## config.mk

```make
export PLATFORM = sky130hd
export DESIGN_NAME = wishbone_timer_flat
export DESIGN_NICKNAME = d
export VERILOG_FILES = /design/src/rtl/wishbone_timer_pkg.sv /design/src/rtl/wishbone_timer_if.sv /design/src/rtl/wishbone_timer_prescaler.sv /design/src/rtl/wishbone_timer.sv /design/src/flat_wrapper.sv
export SDC_FILE = /design/constraint.sdc
export NUM_CORES = 1
export LEC_CHECK = 0
export ABC_CLOCK_PERIOD_IN_PS = 2400
export CAP_MARGIN = 25
export CORE_AREA = 8 8 136 138
export CTS_BUF_LIST = sky130_fd_sc_hd__clkbuf_8
export DETAILED_ROUTE_END_ITERATION = 16
export DIE_AREA = 0 0 144 146
export GPL_TIMING_DRIVEN = 0
export HOLD_SLACK_MARGIN = 0.03
export PLACE_DENSITY = 0.61
export SYNTH_ARGS = -nofsm -noshare
export SYNTH_HDL_FRONTEND = slang
export SYNTH_SLANG_ARGS = --single-unit
```

## constraint.sdc

```tcl
create_clock -name clk_i -period 2.4 [get_ports clk_i]
set_input_delay 0.24 -clock clk_i [delete_from_list [all_inputs] [get_ports clk_i]]
set_output_delay 0.24 -clock clk_i [all_outputs]
set_load 0.01 [all_outputs]
```

## src/rtl/wishbone_timer_pkg.sv

```systemverilog
// wb_timer_pkg: register map constants and byte-lane merge helper for the timer
package wb_timer_pkg;
  localparam logic [1:0] CTRL_OFS  = 2'd0;
  localparam logic [1:0] COUNT_OFS = 2'd1;
  localparam logic [1:0] CMP_OFS   = 2'd2;
  localparam logic [1:0] STAT_OFS  = 2'd3;
  localparam int EN_BIT  = 0;
  localparam int AR_BIT  = 1;
  localparam int IE_BIT  = 2;
  localparam int DIV_LSB = 16;

  function automatic logic [31:0] apply_sel(input logic [31:0] old_v, input logic [31:0] new_v, input logic [3:0] sel);
    logic [31:0] r;
    for (int i = 0; i < 4; i++) r[8*i +: 8] = sel[i] ? new_v[8*i +: 8] : old_v[8*i +: 8];
    return r;
  endfunction
endpackage

```

## src/rtl/wishbone_timer_if.sv

```systemverilog
// wishbone_timer_if: peripheral bus signals between the core and the timer responder
interface wishbone_timer_if #(parameter int ADR_W = 16);
  logic             cyc_i;
  logic             stb_i;
  logic             we_i;
  logic [3:0]       sel_i;
  logic [ADR_W-1:0] adr_i;
  logic [31:0]      dat_i;
  logic             ack_o;
  logic [31:0]      dat_o;
  modport slave  (input cyc_i, stb_i, we_i, sel_i, adr_i, dat_i, output ack_o, dat_o);
  modport master (output cyc_i, stb_i, we_i, sel_i, adr_i, dat_i, input ack_o, dat_o);
endinterface

```

## src/rtl/wishbone_timer_prescaler.sv

```systemverilog
// timer_prescaler: divides the clock by div+1 while enabled, emitting one-cycle ticks
module timer_prescaler #(
  parameter int DIV_W = 16
) (
  input  logic             clk_i,
  input  logic             rst_n_i,
  input  logic             en,
  input  logic [DIV_W-1:0] div,
  output logic             tick
);
  logic [DIV_W-1:0] pcnt;

  assign tick = en && pcnt == div;

  // count up while enabled, restart on a tick; a lowered div lets pcnt wrap naturally
  always_ff @(posedge clk_i or negedge rst_n_i)
    if (!rst_n_i) pcnt <= '0;
    else pcnt <= (tick || !en) ? '0 : pcnt + 1'b1;
endmodule

```

## src/rtl/wishbone_timer.sv

```systemverilog
// wishbone_timer: bus-mapped prescaled 32-bit counter with compare match and level irq
module wishbone_timer
  import wb_timer_pkg::*;
#(
  parameter int DIV_W = 16,
  parameter int ADR_W = 16
) (
  input  logic             clk_i,
  input  logic             rst_n_i,
  wishbone_timer_if.slave  bus,
  output logic             irq_o
);
  localparam logic [63:0] DIV_MASK  = (64'd1 << (DIV_LSB + DIV_W)) - 64'd1;
  localparam logic [31:0] CTRL_MASK = DIV_MASK[31:0] & 32'hFFFF_0007;

  logic [31:0] ctrl, count, cmp;
  logic        match, tick, tick_eff, hit, wr, unused_adr;
  logic [1:0]  ofs;

  assign hit        = bus.adr_i[ADR_W-1:4] == '0;
  assign ofs        = bus.adr_i[3:2];
  assign unused_adr = ^bus.adr_i[1:0];
  assign wr         = bus.cyc_i && bus.stb_i && bus.we_i && !bus.ack_o && hit;
  // a write that clears EN on a tick cycle swallows that tick
  assign tick_eff   = tick && !(wr && ofs == CTRL_OFS && bus.sel_i[0] && !bus.dat_i[EN_BIT]);
  assign bus.dat_o  = !hit ? '0 :
                      ofs == CTRL_OFS  ? ctrl  :
                      ofs == COUNT_OFS ? count :
                      ofs == CMP_OFS   ? cmp   : {31'b0, match};

  timer_prescaler #(.DIV_W(DIV_W)) u_pre (
    .clk_i  (clk_i),
    .rst_n_i(rst_n_i),
    .en     (ctrl[EN_BIT]),
    .div    (ctrl[DIV_LSB +: DIV_W]),
    .tick   (tick)
  );

  // single-cycle ack pulse; a held strobe is acked every other cycle
  always_ff @(posedge clk_i or negedge rst_n_i)
    if (!rst_n_i) bus.ack_o <= 1'b0;
    else bus.ack_o <= bus.cyc_i && bus.stb_i && !bus.ack_o;

  // register file: bus writes beat counter updates, a new match beats a W1C clear
  always_ff @(posedge clk_i or negedge rst_n_i)
    if (!rst_n_i) begin
      ctrl  <= '0;
      count <= '0;
      cmp   <= '0;
      match <= 1'b0;
      irq_o <= 1'b0;
    end else begin
      irq_o <= match && ctrl[IE_BIT];
      if (wr && ofs == CTRL_OFS) ctrl <= apply_sel(ctrl, bus.dat_i, bus.sel_i) & CTRL_MASK;
      if (wr && ofs == CMP_OFS) cmp <= apply_sel(cmp, bus.dat_i, bus.sel_i);
      if (wr && ofs == COUNT_OFS) count <= apply_sel(count, bus.dat_i, bus.sel_i);
      else if (tick_eff) count <= (count == cmp && ctrl[AR_BIT]) ? '0 : count + 32'd1;
      if (tick_eff && count == cmp) match <= 1'b1;
      else if (wr && ofs == STAT_OFS && bus.sel_i[0] && bus.dat_i[0]) match <= 1'b0;
    end
endmodule

```

## src/flat_wrapper.sv

```systemverilog
// flat-port wrapper written by rule: the top's interface ports become plain ports
module wishbone_timer_flat import wb_timer_pkg::*;
#(
  parameter int DIV_W = 16,
  parameter int ADR_W = 16
)
  (clk_i, rst_n_i, irq_o, bus_cyc_i, bus_stb_i, bus_we_i, bus_sel_i, bus_adr_i, bus_dat_i, bus_ack_o, bus_dat_o);
  wishbone_timer_if #(.ADR_W(ADR_W)) bus_i ();
  input  logic clk_i;
  input  logic rst_n_i;
  output logic irq_o;
  input wire logic [$bits(bus_i.cyc_i)-1:0] bus_cyc_i;
  input wire logic [$bits(bus_i.stb_i)-1:0] bus_stb_i;
  input wire logic [$bits(bus_i.we_i)-1:0] bus_we_i;
  input wire logic [$bits(bus_i.sel_i)-1:0] bus_sel_i;
  input wire logic [$bits(bus_i.adr_i)-1:0] bus_adr_i;
  input wire logic [$bits(bus_i.dat_i)-1:0] bus_dat_i;
  output wire logic [$bits(bus_i.ack_o)-1:0] bus_ack_o;
  output wire logic [$bits(bus_i.dat_o)-1:0] bus_dat_o;
  assign bus_i.cyc_i = bus_cyc_i;
  assign bus_i.stb_i = bus_stb_i;
  assign bus_i.we_i = bus_we_i;
  assign bus_i.sel_i = bus_sel_i;
  assign bus_i.adr_i = bus_adr_i;
  assign bus_i.dat_i = bus_dat_i;
  assign bus_ack_o = bus_i.ack_o;
  assign bus_dat_o = bus_i.dat_o;
  wishbone_timer #(.DIV_W(DIV_W), .ADR_W(ADR_W)) u_core (.clk_i(clk_i), .rst_n_i(rst_n_i), .bus(bus_i), .irq_o(irq_o));
endmodule
```

==> Implementation_results.wiki, run 1 <==
{| class="wikitable"
! Metric !! Value
|-
| Antenna Diode Count || 0
|-
| Maximum operating frequency || 415 MHz
|-
| Horizontal extent of the die || 144 um
|-
| Mux share of post-synthesis cell area || 11.7%
|-
| Initial Util || 39.1%
|-
| Drt first pass iters || 5
|-
| Avg Synthesized Cell Area || 9.45 um^2
|-
| Portion of the post-synthesis area used by sequential elements || 40.1%
|-
| Violated checks || negative setup slack
|-
| Crit path required time || 2.68 ns
|-
| Number of fill cells || 1538
|-
| Clock buffer depth || 2
|-
| Area of the core || 16300 um^2
|-
| Dominant combinational cell family by area after synthesis || simple AND/OR/NAND/NOR gates
|-
| Endpoint type of the worst setup path || flop
|-
| Via count of the first global-routing pass || 5797
|-
| Detailed placer's ending HPWL || 15200 um
|-
| Area of the die || 21000 um^2
|-
| Critical path type || input pin to flop
|-
| Cell area after technology mapping || 6360 um^2
|-
| Routability-driven placement congestion ratio || 0.908
|-
| Biggest fanout along the worst timing path || 8
|-
| Number of pins with negative max-slew slack in the final report || 0
|-
| Normalized max-slew margin || 40.8%
|-
| Initial antenna violation count || 0
|-
| Synth unique cells || 56
|-
| DR vias || 5712
|-
| Basic-gate share of the synthesized area counting and, or, nand and nor cells || 22.5%
|-
| Die height || 146 um
|-
| Setup Viol. Count Final || 2
|-
| Maximum number of pins on one net before global-route repair || 56
|-
| Final worst path period share || 100%
|-
| Num ports || 91
|-
| Result of the run || complete, but fails checks
|-
| Residual DRC || 0
|-
| Final Worst Setup Slack || -0.0107 ns
|-
| Final Net Count || 847
|-
| Clock edge transition at the registers on the reported setup and hold paths || 0.10 ns
|-
| PwrDens || 365 nW/um^2
|-
| Fraction of synthesized cell area in xor and xnor cells || 8.67%
|-
| Starting DRT DRC Count || 446
|-
| Synthesized-area fraction occupied by ao, oa, aoi and oai cells || 13.5%
|-
| Congestion Overflow GR || 0
|-
| Final critical path time including I/O delays and setup || 2.41 ns
|-
| Number of nets produced by synthesis || 732
|-
| Worst Hold Path Cells || 4
|-
| Leakage dissipation || 3.88 nW
|-
| Type of the most critical hold path || input pin to flop
|-
| Number of storage elements in the synthesis netlist || 102
|-
| Synth Instances || 673
|-
| Total of warnings raised by yosys || 0
|-
| Setup crit start kind || input pin
|-
| Standard cell area after detailed placement || 7510 um^2
|-
| Global-route total usage across every layer || 19.8%
|-
| CTS tree || done
|-
| Worst Reg2Reg Path Length in Cells || 8
|-
| Average wire per standard cell || 20.3 um
|-
| Number of buffers added by the clock tree synthesis step || 9
|-
| Adder and majority cell fraction of the synthesized area || 0.393%
|-
| Post-Layout Inst Area || 8150 um^2
|-
| Arrival time of the worst setup path || 2.69 ns
|-
| Buffer cell driving the clock tree root || clkbuf_8
|-
| Setup Skew || 0.0209 ns
|-
| Total wire length after detailed routing || 20500 um
|-
| Worst voltage drop across the vdd grid || 0.236 mV
|-
| Count of flip-flops with a built-in enable after synthesis || 0
|-
| First-pass GRT wire length || 32400 um
|-
| Fraction of registers with async set/reset || 100%
|-
| Layout cells sized above 1 || 20.7%
|-
| RSZ-0062 raised after global routing || true
|-
| Routed via count divided by cell count || 5.64
|-
| Port bufs || 85
|-
| Max-cap violations || 0
|-
| Maximum level of the CTS H-tree || 3
|-
| Pin slew with the least headroom to its limit || 0.885 ns
|-
| Final hold vios || 0
|-
| Area grow syn2layout || 28.0%
|-
| Number of core rows || 47
|-
| Worst Hold Slack || 0.364 ns
|-
| Most used DFF post-synth || dfrtp_1
|-
| ANT nets after route || 0
|-
| Latest clock arrival within the worst-skew pair || 0.40 ns
|-
| Clock net sink count || 102
|}
sequential cells by signal, summed over array words and instances, names as in the netlist:
name and count:
u_core.ctrl 19, u_core.bus.ack_o 1, u_core.irq_o 1, u_core.cmp 32
u_core.count 32, u_core.u_pre.pcnt 16, u_core.match 1
what timing repair did:
action,4_1_cts,5_1_grt
setup endpoints to repair,63,93
hold buffers,1,0
pin swaps,7,17
setup buffers,7,14
endpoints found under the hold margin,54,0
resized for setup,41,57
through the flow:
stage / utilization [%] / power (mW) / TNS, ns / worst slack [ns] / instances
after floorplan: - / 1.81 / 0 / 0.365 / 673
after CTS: 48.3 / 3.00 / -0.0950 / -0.0363 / 1001
after detailed placement: 46.1 / 1.99 / -31.58 / -0.468 / 979
after global placement: 46.0 / 1.98 / -334.28 / -2.99 / 978
after global routing: 50.0 / 3.08 / -2.58 / -0.127 / 1012
final: 50.0 / 2.97 / -0.0119 / -0.0107 / 1012
cell families after synthesis:
kind of cell,Yosys count
AND/OR/NAND/NOR,259
AO/OA/AOI/OAI,136
flip-flops,102
multiplexers,67
XOR/XNOR,63
buffers and inverters,44
adder cells (fa/ha/maj),2
critical path, cell delays in order:
cell and delay, ns:
clkdlybuf4s50_1 0.45, nor4_4 0.40, nand3_4 0.18, buf_4 0.20, nor2_1 0.13, and2_1 0.14
clkbuf_1 0.21, nand2_1 0.34, mux2_1 0.41
layout make-up:
type / count / area [um^2] / area share [%]
Sequential cell: 102 / 2560 / 31.4
Multi-Input combinational cell: 527 / 3830 / 47.0
Inverter: 4 / 15.0 / 0.184
Tap cell: 220 / 275 / 3.38
Clock inverter: 6 / 38.8 / 0.476
Timing Repair Buffer: 108 / 1090 / 13.3
Buffer: 36 / 216 / 2.66
Clock buffer: 9 / 124 / 1.52
routing by layer:
metal | vias up | GRT usage (%) | wire [um]
li1 | 2638 | - | -
met1 | 2841 | 25.3 | 9040
met2 | 200 | 31.4 | 9610
met3 | 33 | 5.28 | 1330
met4 | 0 | 6.79 | 562
met5 | - | 0 | 0
placed cells by master, fill, tap and decap left out, drive strengths merged, types with 20 or more instances in the layout:
cell and instances:
a21o 20, a21oi 45, buf 41, clkbuf 27
clkdlybuf4s50 56, dfrtp 102, mux2 48, nand2 41
nand3 25, nor2 93, nor3 20, o21ai 36
xnor2 37, xor2 26
power by group:
group	total, mW	switching (mW)	internal, mW
Sequential	1.72	0.00137	1.72
Combinational	0.242	0.131	0.111
Clock	1.01	0.642	0.370
Total	2.97	0.775	2.20
synth_stat cells, types with 4 or more instances:
cell type / instances / area, um^2
nor3_1: 18 / 90.1
a21oi_1: 42 / 210
buf_2: 15 / 75.1
a22o_1: 6 / 52.6
and3_1: 11 / 68.8
mux2_2: 44 / 495
dfrtp_1: 102 / 2550
clkbuf_1: 20 / 75.1
inv_1: 4 / 15.0
mux2_1: 4 / 45.0
a22oi_1: 13 / 97.6
nand2_1: 41 / 154
nor3b_1: 6 / 45.0
xnor2_1: 37 / 324
mux2i_1: 18 / 180
nand4_1: 15 / 93.8
nor2_1: 93 / 349
o21ai_1: 15 / 75.1
o21a_1: 4 / 30.0
nand3_1: 23 / 115
nor4_4: 5 / 106
a21o_1: 20 / 150
nor4_1: 9 / 56.3
xor2_1: 26 / 228
o21ai_0: 20 / 100
and2_1: 9 / 56.3
nor4_2: 5 / 62.6
final timing paths:
path / start / end / slack [ns]
max in group asynchronous: rst_n_i / u_core.u_pre.pcnt[2] / 1.20
min in group asynchronous: rst_n_i / u_core.count[2] / 0.47
min reg2reg: u_core.bus.ack_o / u_core.bus.ack_o / 0.47
min: bus_sel_i[0] / u_core.match / 0.36
max: bus_adr_i[10] / u_core.cmp[15] / -0.01
max reg2reg: u_core.count[24] / u_core.count[26] / 0.03
Note: power is estimated with default switching activity, not from simulation.
==> inputs of run 2 (changes only) <==
--- a/config.mk
+++ b/config.mk
@@ -7,13 +7,13 @@
 export LEC_CHECK = 0
 export ABC_CLOCK_PERIOD_IN_PS = 2400
 export CAP_MARGIN = 25
-export CORE_AREA = 8 8 136 138
+export CORE_AREA = 8 8 115 117
 export CTS_BUF_LIST = sky130_fd_sc_hd__clkbuf_8
 export DETAILED_ROUTE_END_ITERATION = 16
-export DIE_AREA = 0 0 144 146
+export DIE_AREA = 0 0 123 125
 export GPL_TIMING_DRIVEN = 0
 export HOLD_SLACK_MARGIN = 0.03
-export PLACE_DENSITY = 0.61
+export PLACE_DENSITY = 0.82
 export SYNTH_ARGS = -nofsm -noshare
 export SYNTH_HDL_FRONTEND = slang
 export SYNTH_SLANG_ARGS = --single-unit
==> run 2 against run 1 <==
  * The flow still finishes with violations (negative setup slack)
  * Sequential share of layout area increased by 0.65 points
  * Largest cell class unchanged
  * Sequential cell count unchanged
  * Worst setup slack got worse by 0.034 ns
  * Power increased by 3.0%
==> Implementation_results.wiki, run 2 (same netlist as run 1, synthesis figures left out) <==
{| class="wikitable"
! Metric !! Value
|-
| Number of pins with negative max-slew slack in the final report || 0
|-
| Buffers & Inverters on Critical Path || 2
|-
| R2R Path End || u_core.count[15]
|-
| Ordered list of cells on the worst path || xnor2_1 > nand4_1 > nor4_4 > buf_4 > nand3_2 > o22ai_4 > buf_4 > o21ai_1
|-
| Final Worst Setup Slack || -0.0446 ns
|-
| Die height || 125 um
|-
| First element of the critical path || u_core.count[24]
|-
| Critical path type || flop to flop
|-
| CP max stage delay || 0.46 ns
|-
| Horizontal extent of the die || 123 um
|-
| Crit path max-delay family || simple AND/OR/NAND/NOR gates
|-
| Port bufs || 85
|-
| Area of the core || 11600 um^2
|-
| Pin slew with the least headroom to its limit || 0.817 ns
|-
| Result of the run || complete, but fails checks
|-
| Maximum operating frequency || 409 MHz
|-
| Worst Reg2Reg Path Length in Cells || 8
|-
| Dominant cell type by count on the critical path || buf_4
|-
| ANT nets after route || 0
|-
| Normalized max-slew margin || 45.3%
|-
| Endpoint type of the worst setup path || flop
|-
| Setup Skew || 0.0121 ns
|-
| Global-route total usage across every layer || 25.7%
|-
| Area grow syn2layout || 25.3%
|-
| Crit path required time || 2.67 ns
|-
| Buffer cell driving the clock tree root || clkbuf_8
|-
| Final design utilization || 68.6%
|-
| Arrival time of the worst setup path || 2.72 ns
|-
| Violated checks || negative setup slack
|-
| Number of core rows || 40
|-
| Top library cells by usage in the layout, fill and taps aside || 99 x dfrtp_1, 91 x nor2_1, 55 x clkdlybuf4s50_1
|-
| Latest clock arrival within the worst-skew pair || 0.39 ns
|-
| Max-cap violations || 0
|-
| Starting DRT DRC Count || 608
|-
| Setup crit start kind || flop
|-
| Congestion Overflow GR || 0
|-
| Setup Viol. Count Final || 6
|-
| Via count of the first global-routing pass || 5864
|-
| Antenna Diode Count || 0
|-
| Total wire length after detailed routing || 19600 um
|-
| Num ports || 91
|-
| Final critical path time including I/O delays and setup || 2.44 ns
|-
| Launch instance of the worst register-to-register path || u_core.count[24]
|-
| Standard cell area after detailed placement || 7420 um^2
|-
| Maximum number of pins on one net before global-route repair || 72
|-
| Clock net sink count || 102
|-
| CTS tree || done
|-
| Critical-path cell with the highest stage delay || dfrtp_1
|-
| Residual DRC || 0
|-
| Layout cells sized above 1 || 19.9%
|-
| Final hold vios || 0
|-
| Type of the most critical hold path || input pin to async pin
|-
| Maximum level of the CTS H-tree || 3
|-
| Area of the die || 15400 um^2
|-
| Clock buffer depth || 2
|-
| RSZ-0062 raised after global routing || true
|-
| Clock edge transition at the registers on the reported setup and hold paths || 0.10 ns
|-
| Biggest fanout along the worst timing path || 7
|-
| Post-Layout Inst Area || 7970 um^2
|-
| Registers with the most flip-flops || u_core.cmp x32, u_core.count x32, u_core.ctrl x19
|-
| Slack of the worst reg-to-reg path || -0.04 ns
|-
| Number of logic stages on the critical path including buffering || 8
|-
| Final Net Count || 845
|-
| Commonest non-fill, non-tap cell in the layout || dfrtp_1
|-
| Routed via count divided by cell count || 6.24
|-
| Routability-driven placement congestion ratio || 0.923
|-
| Worst voltage drop across the vdd grid || 0.339 mV
|-
| Detailed placer's ending HPWL || 14300 um
|-
| First-pass GRT wire length || 31300 um
|-
| Leakage dissipation || 3.67 nW
|-
| Drt first pass iters || 7
|-
| Number of buffers added by the clock tree synthesis step || 9
|-
| DR vias || 5851
|-
| Initial antenna violation count || 0
|-
| Initial Util || 54.8%
|-
| PwrDens || 385 nW/um^2
|-
| Average wire per standard cell || 21.0 um
|-
| Final worst path period share || 102%
|}
==> run 2: cell types whose count changed in the layout (fill, tap and decap cells not counted), sizes merged <==
cell / delta
buf: -5
bufinv: +1
clkbuf: +3
clkdlybuf4s50: -1
clkinv: -1
dlygate4sd2: +16
dlymetal6s2s: -15
inv: -1
nand3: +1
==> run 2: layout make-up <==
cell class	count	area (um^2)
multi-input cells	528	3800
fillers	899	3640
flip-flops and latches	102	2560
repair buffers	104	1000
plain buffers	37	220
well taps	147	184
clock buffers	10	138
clock inverters	5	51.3
inverters	4	15.0
==> run 2: power by group <==
part | total, mW | switching [mW] | internal, mW
clock network | 1.10 | 0.605 | 0.498
registers | 1.72 | 0.00137 | 1.72
logic | 0.242 | 0.131 | 0.112
==> run 2: routing by layer <==
| layer | vias up | global-route usage [%] | wire length (um) |
|---|---|---|---|
| li1 | 2629 | - | - |
| met1 | 2862 | 32.8 | 7860 |
| met2 | 298 | 41.0 | 9410 |
| met3 | 62 | 5.00 | 1650 |
| met4 | 0 | 11.4 | 706 |
| met5 | - | 0 | 0 |
==> run 2: worst reg2reg max path, cell delays in order (launching register included) <==
cell and delay [ns]:
dfrtp_1 0.46, xnor2_1 0.31, nand4_1 0.25, nor4_4 0.35
buf_4 0.18, nand3_2 0.18, o22ai_4 0.35, buf_4 0.19
o21ai_1 0.07
==> run 2: worst max path at each step <==
| stage | to |
|---|---|
| 2_1_floorplan | u_core.count[26] |
| 4_1_cts | u_core.count[26] |
| 6_report | u_core.count[15] |
| 5_1_grt | u_core.count[26] |
| 3_3_place_gp | u_core.u_pre.pcnt[0] |
| 3_5_place_dp | u_core.count[26] |
==> run 2: what timing repair did <==
item                       4_1_cts  5_1_grt
hold buffers                     1        0
setup endpoints to repair       79       48
pin swaps                        6        9
buffers inserted                 9        7
resized for setup               56       30
hold endpoints to repair        31        0
gates cloned                     2        0
==> run 2: through the flow <==
step / setup slack [ns] / setup TNS, ns / cells / total power [mW] / hold slack, ns
floorplan: 0.365 / 0 / 673 / 1.81 / -0.0556
global placement: -2.81 / -315.43 / 905 / 1.97 / 0.443
detailed placement: -0.465 / -34.79 / 906 / 1.98 / 0.217
CTS: -0.0226 / -0.0226 / 933 / 3.07 / 0.329
global route: -0.0502 / -0.552 / 937 / 3.16 / 0.380
finish: -0.0446 / -0.158 / 937 / 3.07 / 0.333
